## config.mk

```make
export PLATFORM = sky130hd
export DESIGN_NAME = usb_device_protocol
export DESIGN_NICKNAME = d
export VERILOG_FILES = /design/src/rtl/usb_device_protocol.sv
export SDC_FILE = /design/constraint.sdc
export NUM_CORES = 1
export LEC_CHECK = 0
export BUFFER_PORTS_ARGS = -buffer_cell sky130_fd_sc_hd__buf_2
export CELL_PAD_IN_SITES_DETAIL_PLACEMENT = 1
export CELL_PAD_IN_SITES_GLOBAL_PLACEMENT = 1
export CORE_UTILIZATION = 25
export CTS_CLUSTER_DIAMETER = 100
export CTS_CLUSTER_SIZE = 8
export DETAILED_ROUTE_END_ITERATION = 10
export PLACE_DENSITY = 0.65
export SETUP_SLACK_MARGIN = 0.2
export SLEW_MARGIN = 20
export SYNTH_ARGS = -nofsm -noshare
export SYNTH_HDL_FRONTEND = slang
export SYNTH_SLANG_ARGS = --single-unit
```

## constraint.sdc

```tcl
create_clock -name clk -period 4.8 [get_ports clk]
set_input_delay 0.96 -clock clk [delete_from_list [all_inputs] [get_ports clk]]
set_output_delay 0.96 -clock clk [all_outputs]
set_load 0.03 [all_outputs]
```

## src/rtl/usb_device_protocol.sv

```systemverilog
// USB device-side transaction responder for one IN and one OUT bulk endpoint.
// Defining USB_DEV_TOGGLE_EN enables DATA0/DATA1 sequence tracking.
module usb_device_protocol #(
  parameter logic [6:0] DEV_ADDR    = 7'd5,
  parameter logic [3:0] ENDP_IN     = 4'd8,
  parameter logic [3:0] ENDP_OUT    = 4'd4,
  parameter logic [7:0] TIMEOUT_LEN = 8'd255
) (
  input  logic        clk,
  input  logic        rst,
  input  logic [98:0] pkt_from_dec,
  input  logic        pkt_from_dec_avail,
  input  logic        pkt_from_dec_corrupt,
  output logic [98:0] pkt_to_enc,
  output logic        pkt_to_enc_avail,
  input  logic        pkt_sent,
  input  logic [63:0] data_in,
  input  logic        data_in_valid,
  output logic        data_in_ready,
  output logic [63:0] data_out,
  output logic        data_out_valid,
  input  logic        sink_ready,
  output logic        xact_done,
  output logic        xact_ok
);

  localparam logic [7:0] SYNC      = 8'h01;
  localparam logic [7:0] PID_OUT   = 8'hE1;
  localparam logic [7:0] PID_IN    = 8'h69;
  localparam logic [7:0] PID_DATA0 = 8'hC3;
  localparam logic [7:0] PID_DATA1 = 8'h4B;
  localparam logic [7:0] PID_ACK   = 8'hD2;
  localparam logic [7:0] PID_NAK   = 8'h5A;

  typedef enum logic [2:0] {S_IDLE, S_RX_DATA, S_TX_HS, S_TX_DATA, S_WAIT_HS} state_t;

  function automatic logic [98:0] hs_pkt(input logic [7:0] pid);
    return {SYNC, pid, 83'b0};
  endfunction

  function automatic logic [98:0] data_pkt(input logic [7:0] pid, input logic [63:0] payload);
    return {SYNC, pid, payload, 19'b0};
  endfunction

  state_t      state, state_nxt;
  logic [7:0]  timer;
  logic [98:0] pkt_hold;

  logic [7:0]  rx_pid;
  logic        clean, tok_out, tok_in, is_data, timeout;
  logic        seq_ok;
  logic [7:0]  tx_pid;

  logic        ld_pkt, deliver, done_ev, ok_ev, ack_in;
  logic [98:0] ld_val;

  logic unused_pkt_bits;
  assign unused_pkt_bits = ^{pkt_from_dec[98:91], pkt_from_dec[18:0]};

  assign rx_pid  = pkt_from_dec[90:83];
  assign clean   = pkt_from_dec_avail & ~pkt_from_dec_corrupt;
  assign tok_out = clean && rx_pid == PID_OUT && pkt_from_dec[82:76] == DEV_ADDR
                   && pkt_from_dec[75:72] == ENDP_OUT;
  assign tok_in  = clean && rx_pid == PID_IN && pkt_from_dec[82:76] == DEV_ADDR
                   && pkt_from_dec[75:72] == ENDP_IN;
  assign is_data = rx_pid == PID_DATA0 || rx_pid == PID_DATA1;
  assign timeout = timer == TIMEOUT_LEN;

`ifdef USB_DEV_TOGGLE_EN
  logic rx_tog, tx_tog;
  // A DATA PID that disagrees with rx_tog is a host retry of an already-delivered packet.
  assign seq_ok = rx_pid == (rx_tog ? PID_DATA1 : PID_DATA0);
  assign tx_pid = tx_tog ? PID_DATA1 : PID_DATA0;

  always_ff @(posedge clk) begin
    if (rst) begin
      rx_tog <= 1'b0;
      tx_tog <= 1'b0;
    end else begin
      if (deliver) rx_tog <= ~rx_tog;
      if (ack_in)  tx_tog <= ~tx_tog;
    end
  end
`else
  assign seq_ok = 1'b1;
  assign tx_pid = PID_DATA0;
`endif

  always_ff @(posedge clk) begin
    if (rst) state <= S_IDLE;
    else     state <= state_nxt;
  end

  always_comb begin
    state_nxt = state;
    case (state)
      S_IDLE: begin
        if (tok_out)     state_nxt = S_RX_DATA;
        else if (tok_in) state_nxt = data_in_valid ? S_TX_DATA : S_TX_HS;
      end
      S_RX_DATA: begin
        if (pkt_from_dec_avail) state_nxt = (clean && is_data) ? S_TX_HS : S_IDLE;
        else if (timeout)       state_nxt = S_IDLE;
      end
      S_TX_HS:   if (pkt_sent) state_nxt = S_IDLE;
      S_TX_DATA: if (pkt_sent) state_nxt = S_WAIT_HS;
      S_WAIT_HS: if (pkt_from_dec_avail || timeout) state_nxt = S_IDLE;
      default:   state_nxt = S_IDLE;
    endcase
  end

  always_comb begin
    pkt_to_enc_avail = state == S_TX_HS || state == S_TX_DATA;
    pkt_to_enc       = pkt_to_enc_avail ? pkt_hold : '0;
    ld_pkt  = 1'b0;
    ld_val  = '0;
    deliver = 1'b0;
    done_ev = 1'b0;
    ok_ev   = 1'b0;
    ack_in  = 1'b0;
    case (state)
      S_IDLE: begin
        if (tok_in) begin
          ld_pkt = 1'b1;
          ld_val = data_in_valid ? data_pkt(tx_pid, data_in) : hs_pkt(PID_NAK);
        end
      end
      S_RX_DATA: begin
        if (pkt_from_dec_avail) begin
          if (clean && is_data) begin
            ld_pkt  = 1'b1;
            ld_val  = hs_pkt(sink_ready ? PID_ACK : PID_NAK);
            deliver = sink_ready & seq_ok;
          end else begin
            done_ev = 1'b1;
          end
        end else if (timeout) begin
          done_ev = 1'b1;
        end
      end
      S_TX_HS: begin
        if (pkt_sent) begin
          done_ev = 1'b1;
          ok_ev   = pkt_hold[90:83] == PID_ACK;
        end
      end
      S_WAIT_HS: begin
        if (pkt_from_dec_avail) begin
          done_ev = 1'b1;
          ok_ev   = clean && rx_pid == PID_ACK;
          ack_in  = clean && rx_pid == PID_ACK;
        end else if (timeout) begin
          done_ev = 1'b1;
        end
      end
      default: ;
    endcase
  end

  // Outgoing packet is frozen at state entry so later data_in changes cannot leak in.
  always_ff @(posedge clk) begin
    if (ld_pkt) pkt_hold <= ld_val;
  end

  always_ff @(posedge clk) begin
    if (rst) begin
      timer          <= '0;
      data_out       <= '0;
      data_out_valid <= 1'b0;
      data_in_ready  <= 1'b0;
      xact_done      <= 1'b0;
      xact_ok        <= 1'b0;
    end else begin
      timer          <= (state == S_RX_DATA || state == S_WAIT_HS) ? timer + 8'd1 : 8'd0;
      data_out_valid <= deliver;
      data_in_ready  <= ack_in;
      xact_done      <= done_ev;
      xact_ok        <= ok_ev;
      if (deliver) data_out <= pkt_from_dec[82:19];
    end
  end

endmodule
```

==> results.json, run 1 <==
{
  "fin_skew_ps": 14.7,
  "startpoint_type": "flop",
  "cp_data_required_time_ps": 3840,
  "n_fill_cell": 3063,
  "multi_input_area_mm2": 0.00252,
  "post-cts-setup-buffers": 0,
  "crit_fanout": 52,
  "maxCapViolCount": 0,
  "cts_resized": 0,
  "synth_area_leaders": "edfxtp_1 (31%), dfxtp_1 (24%), and2_1 (13%), nand3_1 (5.3%), o21ai_0 (5.2%)",
  "gp_congestion": 0.737,
  "fin_nets": 1075,
  "synth_mux_area_share_pct": 0,
  "grt_max_degree": 67,
  "slew_violations": 0,
  "finalCritPeriodShare_pct": 68.6,
  "hold_buffers": 0,
  "run_status": "finished, final reports clean",
  "synthAdderAreaFrac_pct": 0.189,
  "final-seq-area_mm2": 0.00365,
  "die_y_um": 165,
  "finalHoldViolCount": 0,
  "yosysSeqAreaShare_pct": 55.3,
  "area_growth_pct": 31.4,
  "synthSimpleGateAreaFrac_pct": 23.6,
  "synth_top_family_by_area": "simple AND/OR/NAND/NOR gates",
  "power_per_cell_area_mw_per_mm2": 319,
  "routed_wl_um": 19800,
  "yosysUniqueCellTypes": 44,
  "synth_xor_xnor_area_share_pct": 1.19,
  "clkLatencyLatePin_ps": 420,
  "synth_commonest_cells": "and2_1 (134), dfxtp_1 (79), nand3_1 (70)",
  "ctsLongestPathBuffers": 2,
  "synth_flop_cell": "dfxtp_1",
  "grt_antenna_before_repair": 5,
  "route.detailed.drc": 0,
  "rsz0062_at_grt": "no",
  "avgRoutedWirePerCell_um": 15.8,
  "clkSinkCount": 148,
  "peakVddDrop_mv": 0.142,
  "yosysTopAreaCell": "edfxtp_1",
  "yosysTopAreaCellShare_pct": 31.4,
  "synth_compound_area_share_pct": 11.4,
  "die_x_um": 165,
  "tightestPinTransition_ps": 805,
  "grt_pass1_vias": 5497,
  "synth_most_common_cell": "and2_1",
  "endpoint_kind": "output pin",
  "grt_pass1_wl_um": 29500,
  "dp_hpwl_um": 14100,
  "final_cells": 1253,
  "dr.pass1.iters": 4,
  "drt_iter0_drc": 353,
  "total_power_w": 0.00277,
  "synth_edf_count": 69,
  "core_area_mm2": 0.0260,
  "cts_tree": "built",
  "place_ws_ps": 1400,
  "synth_cells": 650,
  "dp.cells": 1220,
  "leakagePower_nw": 3.92,
  "numCtsBuffers": 17,
  "io_buffers": 282,
  "layout-drive-gt1-share_pct": 35.9,
  "setup_slack_ps": 1510,
  "max_freq_mhz": 304,
  "ys_ff_latch": 148,
  "hold-worst-slack_ps": 459,
  "vias": 5553,
  "cts-root-buf": "clkbuf_16",
  "setup_viol": 0,
  "htree_levels": 4,
  "synth.avg_cell_area_um2": 10.2,
  "routed_via_density": 4.43,
  "start_util_pct": 25.4,
  "arrival_ps": 2330,
  "fin_crit_ps": 3290,
  "async_flop_share_pct": 0,
  "relSlewSlack_pct": 46.4,
  "holdCritPathClass": "flop to flop",
  "die_area_mm2": 0.0271,
  "tns_ps": 0,
  "grt.overflow.total": 0,
  "ys_warn_count": 0,
  "postRouteAntennaNets": 0,
  "synth_area_mm2": 0.00661,
  "grt_usage_pct": 14.2,
  "io_pins": 338,
  "fp-row-count": 59,
  "cts.clk_slew.worst_paths_ps": 70,
  "criticalPathCategory": "flop to output pin"
}
==> per-stage QoR <==
step / util (%) / area [µm²]
floorplan: - / 6710
global placement: 31.1 / 8090
detailed placement: 31.1 / 8090
CTS: 33.4 / 8680
global route: 33.4 / 8680
finish: 33.4 / 8680
==> power by group <==
| part | internal [W] | total [W] | switching, W | leakage, nW |
|---|---|---|---|---|
| sequential | 0.00131 | 0.00131 | 0.000000000126 | 1.42 |
| combinational | 0.0000476 | 0.000127 | 0.0000798 | 2.20 |
| clock | 0.000744 | 0.00134 | 0.000592 | 0.292 |
==> area by class of cell <==
type                       instances  share of cell area [%]
multi-input combinational        442                    29.1
clock buffer                      18                    5.06
antenna                            1                  0.0288
tap                              335                    4.83
inverter                           3                   0.130
sequential                       148                    42.1
timing repair buffer             292                    17.1
clock inverter                    14                    1.67
==> worst paths after layout <==
check / from / endpoint / slack, ps / cells past startpoint
hold reg to reg: timer[0] / timer[0] / 460 / 1
setup reg to reg: state[2] / pkt_hold[57] / 2300 / 5
setup / recovery: state[1] / pkt_to_enc[45] / 1510 / 4
hold / removal: timer[0] / timer[0] / 460 / 1
==> layout by cell type, fill, tap and decap left out, types with 5 or more instances in the layout <==
cell and instances:
and2_1 134, nor2_1 13, clkbuf_16 17, buf_2 282, clkinv_4 5, buf_4 10
edfxtp_1 69, o21ai_0 68, conb_1 28, dfxtp_1 79, xor2_1 5, nand3_1 70
a21oi_1 67
==> cells by family after synthesis <==
logic type	after synthesis
flops	148
fa+ha+maj	1
simple gates	258
other cells	1
xor+xnor	9
compound gates	146
buf+inv	87
==> worst max-delay path, cell delays in order, from the launching register on <==
cell and delay, ps:
dfxtp_1 550, nor2b_4 470, buf_4 450, and2_1 200, buf_2 210
==> flip-flops by register name (all words and copies together), names as in the netlist <==
signal and cells:
pkt_hold 69, data_out 64, timer 8, state 3
data_in_ready 1, data_out_valid 1, xact_done 1, xact_ok 1
==> metal layers <==
metal / GRT usage (%) / up-vias / wire (µm)
met4: 3.67 / 4 / 187
met5: 0 / - / 22
met3: 8.09 / 20 / 2750
met2: 21.7 / 256 / 8370
li1: - / 2713 / -
met1: 16.8 / 2560 / 8430
(Power assumes the default switching activity.)
==> run 2, diff against run 1 <==
clock period = 3.09 ns   (was 4.8 ns; I/O delays follow)
==> results.json, run 2 (synthesis gave the netlist of run 1 again) <==
{
  "run_status": "finished, final reports clean",
  "cts-root-buf": "clkbuf_16",
  "grt_pass1_wl_um": 29800,
  "r2r_start": "state[0]",
  "io_buffers": 282,
  "tns_ps": 0,
  "hold_depth": 3,
  "die_y_um": 165,
  "startpoint_type": "flop",
  "final_common_cell": "buf_2",
  "vias": 5582,
  "cp_data_required_time_ps": 2470,
  "fp-row-count": 59,
  "max_freq_mhz": 387,
  "relSlewSlack_pct": 50.2,
  "post-cts-setup-buffers": 0,
  "criticalPathCategory": "flop to output pin",
  "fin_nets": 1078,
  "maxCapViolCount": 0,
  "layout_common_cells": "buf_2 (282), and2_1 (134), dfxtp_1 (79), nand3_1 (70), edfxtp_1 (69)",
  "dr.pass1.iters": 4,
  "gp_congestion": 0.738,
  "total_power_w": 0.00436,
  "cts_tree": "built",
  "route.detailed.drc": 0,
  "setup_slack_ps": 504,
  "layout-drive-gt1-share_pct": 36.2,
  "max_flop_register": "pkt_hold",
  "critPathLaunch": "state[1]",
  "endpoint_kind": "output pin",
  "core_area_mm2": 0.0260,
  "die_area_mm2": 0.0271,
  "place_ws_ps": 626,
  "grt_antenna_before_repair": 2,
  "hold_buffers": 0,
  "leakagePower_nw": 3.95,
  "dp_hpwl_um": 14100,
  "routed_wl_um": 20200,
  "regToRegSetupSlack_ps": 1020,
  "setup_viol": 0,
  "clkLatencyLatePin_ps": 430,
  "grt_use_met2_pct": 23.5,
  "power_per_cell_area_mw_per_mm2": 496,
  "cts.clk_slew.worst_paths_ps": 80,
  "peakVddDrop_mv": 0.238,
  "use_met1_pct": 16.8,
  "finalCritPeriodShare_pct": 83.7,
  "ctsLongestPathBuffers": 2,
  "die_x_um": 165,
  "tightestPinTransition_ps": 747,
  "cts_resized": 0,
  "fin_skew_ps": 14.4,
  "postRouteAntennaNets": 0,
  "crit_fanout": 32,
  "largest_register_ffs": 69,
  "worstHoldStart": "pkt_from_dec[28]",
  "slew_violations": 0,
  "grt_max_degree": 67,
  "clkSinkCount": 148,
  "crit_end": "pkt_to_enc[51]",
  "rsz0062_at_grt": "no",
  "drt_iter0_drc": 354,
  "r2r_end": "data_out[11]",
  "start_util_pct": 25.4,
  "htree_levels": 4,
  "grt_usage_pct": 14.4,
  "fin_crit_ps": 2590,
  "post-route-util_pct": 33.8,
  "holdCritPathClass": "input port to flop",
  "arrival_ps": 1970,
  "top_usage_layer": "met2",
  "avgRoutedWirePerCell_um": 16.1,
  "top_regs": "pkt_hold (69), data_out (64), timer (8)",
  "grt_pass1_vias": 5394,
  "area_growth_pct": 33.0,
  "routed_via_density": 4.44,
  "dp.cells": 1223,
  "grt.overflow.total": 0,
  "ff2ff_path_depth": 6,
  "io_pins": 338,
  "numCtsBuffers": 17,
  "final_cells": 1256,
  "finalHoldViolCount": 0,
  "grtUsageMet3_pct": 5.88
}
[run 2: cell types whose count changed in the layout (fill, tap and decap cells not counted), sizes merged]
| cell | previous run | this run |
|---|---|---|
| buf | 292 | 295 |
| bufinv | 1 | 0 |
| clkbuf | 18 | 17 |
| clkinv | 8 | 6 |
| clkinvlp | 0 | 1 |
| inv | 8 | 11 |
[run 2: power breakdown]
group	leakage (nW)	internal, W	switching, W
Clock	0.291	0.00110	0.00103
Sequential	1.42	0.00203	0.000000000202
Combinational	2.23	0.0000764	0.000126
[run 2: worst min path at each step]
stage	to	slack (ps)
6_report	data_out[9]	430
4_1_cts	data_out[9]	410
2_1_floorplan	timer[0]	430
3_3_place_gp	timer[0]	440
5_1_grt	data_out[9]	420
3_5_place_dp	timer[0]	460
[run 2: area by class of cell]
| cell class | instances | area, µm² |
|---|---|---|
| clock inverter | 15 | 173 |
| fill | 3060 | 17200 |
| tap | 335 | 419 |
| multi-input combinational | 442 | 2530 |
| clock buffer | 17 | 425 |
| antenna | 1 | 2.50 |
| timing repair buffer | 295 | 1570 |
| inverter | 3 | 11.3 |
| sequential | 148 | 3650 |
[run 2: per-layer routing]
layer	share of wire [%]	routed length [µm]
met1	40	8170
met2	48	9690
met3	9.6	1940
met4	1.9	393
met5	0	0
[run 2: stage by stage]
stage | instance area, µm² | hold WS, ps
final | 8780 | 433
after global routing | 8780 | 423
after floorplan | 6710 | 426
after CTS | 8780 | 414
after detailed placement | 8180 | 456
after global placement | 8180 | 444
[run 2: worst max-delay path, cell delays in order, from the launching register on]
cell     delay [ps]
dfxtp_1         570
nor2b_4         270
buf_4           300
and2_1          190
buf_2           210
==> run 3, diff against run 2 <==
PLACE_DENSITY = 0.68   (was 0.65)
clock period = 2.1 ns   (was 3.09 ns; I/O delays follow)
==> results.json, run 3 (synthesis gave the netlist of run 1 again) <==
{
  "core_area_mm2": 0.0260,
  "grt.overflow.total": 0,
  "postRouteAntennaNets": 0,
  "top_usage_layer": "met2",
  "layout-drive-gt1-share_pct": 43.0,
  "start_util_pct": 25.4,
  "grt_usage_pct": 15.4,
  "grt_pass1_wl_um": 31700,
  "numCtsBuffers": 17,
  "layout_common_cells": "buf_2 (211), and2_1 (92), dfxtp_1 (77), buf_6 (72)",
  "fin_nets": 1105,
  "slew_violations": 0,
  "endpoint_kind": "output pin",
  "cts_tree": "built",
  "grtUsageMet3_pct": 5.47,
  "p_sw_share_pct": 25.9,
  "routed_wl_um": 21900,
  "power.net_switching_w": 0.00164,
  "grt_pass1_vias": 5785,
  "cts-root-buf": "clkbuf_16",
  "die_x_um": 165,
  "grt_use_met2_pct": 25.6,
  "pwr-share-clk_pct": 48.2,
  "tns_ps": 0,
  "internal_power_w": 0.00469,
  "io_buffers": 282,
  "leakagePower_nw": 4.25,
  "routed_via_density": 4.49,
  "die_area_mm2": 0.0271,
  "arrival_ps": 1510,
  "largest_register_ffs": 69,
  "max_freq_mhz": 519,
  "ctsLongestPathBuffers": 2,
  "dp_hpwl_um": 14800,
  "vias": 5762,
  "final_common_cell": "buf_2",
  "dr.pass1.iters": 4,
  "clkLatencyLatePin_ps": 430,
  "gp_congestion": 0.726,
  "use_met1_pct": 18.3,
  "run_status": "finished, final reports clean",
  "rsz0062_at_grt": "yes",
  "setup_viol": 0,
  "htree_levels": 4,
  "cts.clk_slew.worst_paths_ps": 80,
  "relSlewSlack_pct": 50.3,
  "finalCritPeriodShare_pct": 91.8,
  "fin_crit_ps": 1930,
  "crit_fanout": 16,
  "hold-worst-slack_ps": 246,
  "cp_data_required_time_ps": 1680,
  "fp-row-count": 59,
  "top_regs": "pkt_hold (69), data_out (64), timer (8)",
  "grt_max_degree": 67,
  "seqPwrFrac_pct": 47.1,
  "post-route-util_pct": 37.5,
  "power_frac_comb_pct": 4.7,
  "io_pins": 338,
  "criticalPathCategory": "flop to output pin",
  "die_y_um": 165,
  "clkSinkCount": 148,
  "area_growth_pct": 47.5,
  "hold_buffers": 0,
  "fin_skew_ps": 12.7,
  "max_flop_register": "pkt_hold",
  "power_per_cell_area_mw_per_mm2": 650,
  "avgRoutedWirePerCell_um": 17.0,
  "route.detailed.drc": 0,
  "grt_antenna_before_repair": 2,
  "maxCapViolCount": 0,
  "tightestPinTransition_ps": 746,
  "startpoint_type": "flop",
  "finalHoldViolCount": 0,
  "drt_iter0_drc": 403,
  "holdCritPathClass": "input port to flop",
  "peakVddDrop_mv": 0.378
}
## run 3: cell count changes in the layout (fill, tap and decap cells not counted), moves of 3 or more
cell / before / now
buf_12: 5 / 12
and2_1: 134 / 92
clkbuf_16: 17 / 20
inv_6: 1 / 4
buf_4: 8 / 20
buf_2: 282 / 211
buf_6: 0 / 72
and2_4: 0 / 42
## run 3: layer usage
metal / vias to the layer above / share of wire [%]
met5: - / 0
met1: 2760 / 41
met4: 0 / 2.2
met2: 199 / 49
met3: 29 / 8.4
li1: 2774 / -
## run 3: final timing paths
check | startpoint | to | slack (ps) | cells after the start
worst max register to register | state[2] | pkt_hold[47] | 270 | 6
worst max-delay path | state[1] | pkt_to_enc[35] | 170 | 5
worst min-delay path | pkt_from_dec[64] | data_out[45] | 250 | 3
worst min register to register | data_out[42] | data_out[42] | 470 | 2
## run 3: layout make-up
cell class | count | area [µm²]
Multi-Input combinational cell | 442 | 2660
Inverter | 3 | 11.3
Clock inverter | 15 | 155
Fill cell | 2993 | 16200
Sequential cell | 148 | 3660
Clock buffer | 17 | 425
Timing Repair Buffer | 322 | 2420
Antenna cell | 1 | 2.50
Tap cell | 335 | 419
## run 3: through the flow
step	setup WS (ps)	power (W)	instance area, µm²	std cells
2_1_floorplan	235	0.00322	6730	677
3_3_place_gp	-128	0.00335	8370	1238
3_5_place_dp	-105	0.00335	8370	1238
4_1_cts	128	0.00645	9510	1276
5_1_grt	91.5	0.00659	9750	1283
6_report	172	0.00634	9750	1283
## run 3: worst max-delay path, cell delays in order, from the launching register on
cell and delay, ps:
dfxtp_2 330, nor2b_4 180, buf_12 160, buf_12 140
and2_1 150, buf_6 130
## run 3: power groups by stage
stage / Clock [W] / Combinational [W] / Sequential [W]
2_1_floorplan: 0 / 0.000171 / 0.00305
3_3_place_gp: 0 / 0.000301 / 0.00305
3_5_place_dp: 0 / 0.000301 / 0.00305
4_1_cts: 0.00317 / 0.000302 / 0.00298
5_1_grt: 0.00328 / 0.000328 / 0.00298
6_report: 0.00305 / 0.000300 / 0.00299
## run 3: repair_timing
| item | 4_1_cts | 5_1_grt |
|---|---|---|
| endpoints found under the setup margin | 72 | 86 |
| pin swaps | 0 | 16 |
| buffers inserted | 4 | 2 |
| cloned | 2 | 4 |
| resized for setup | 150 | 52 |
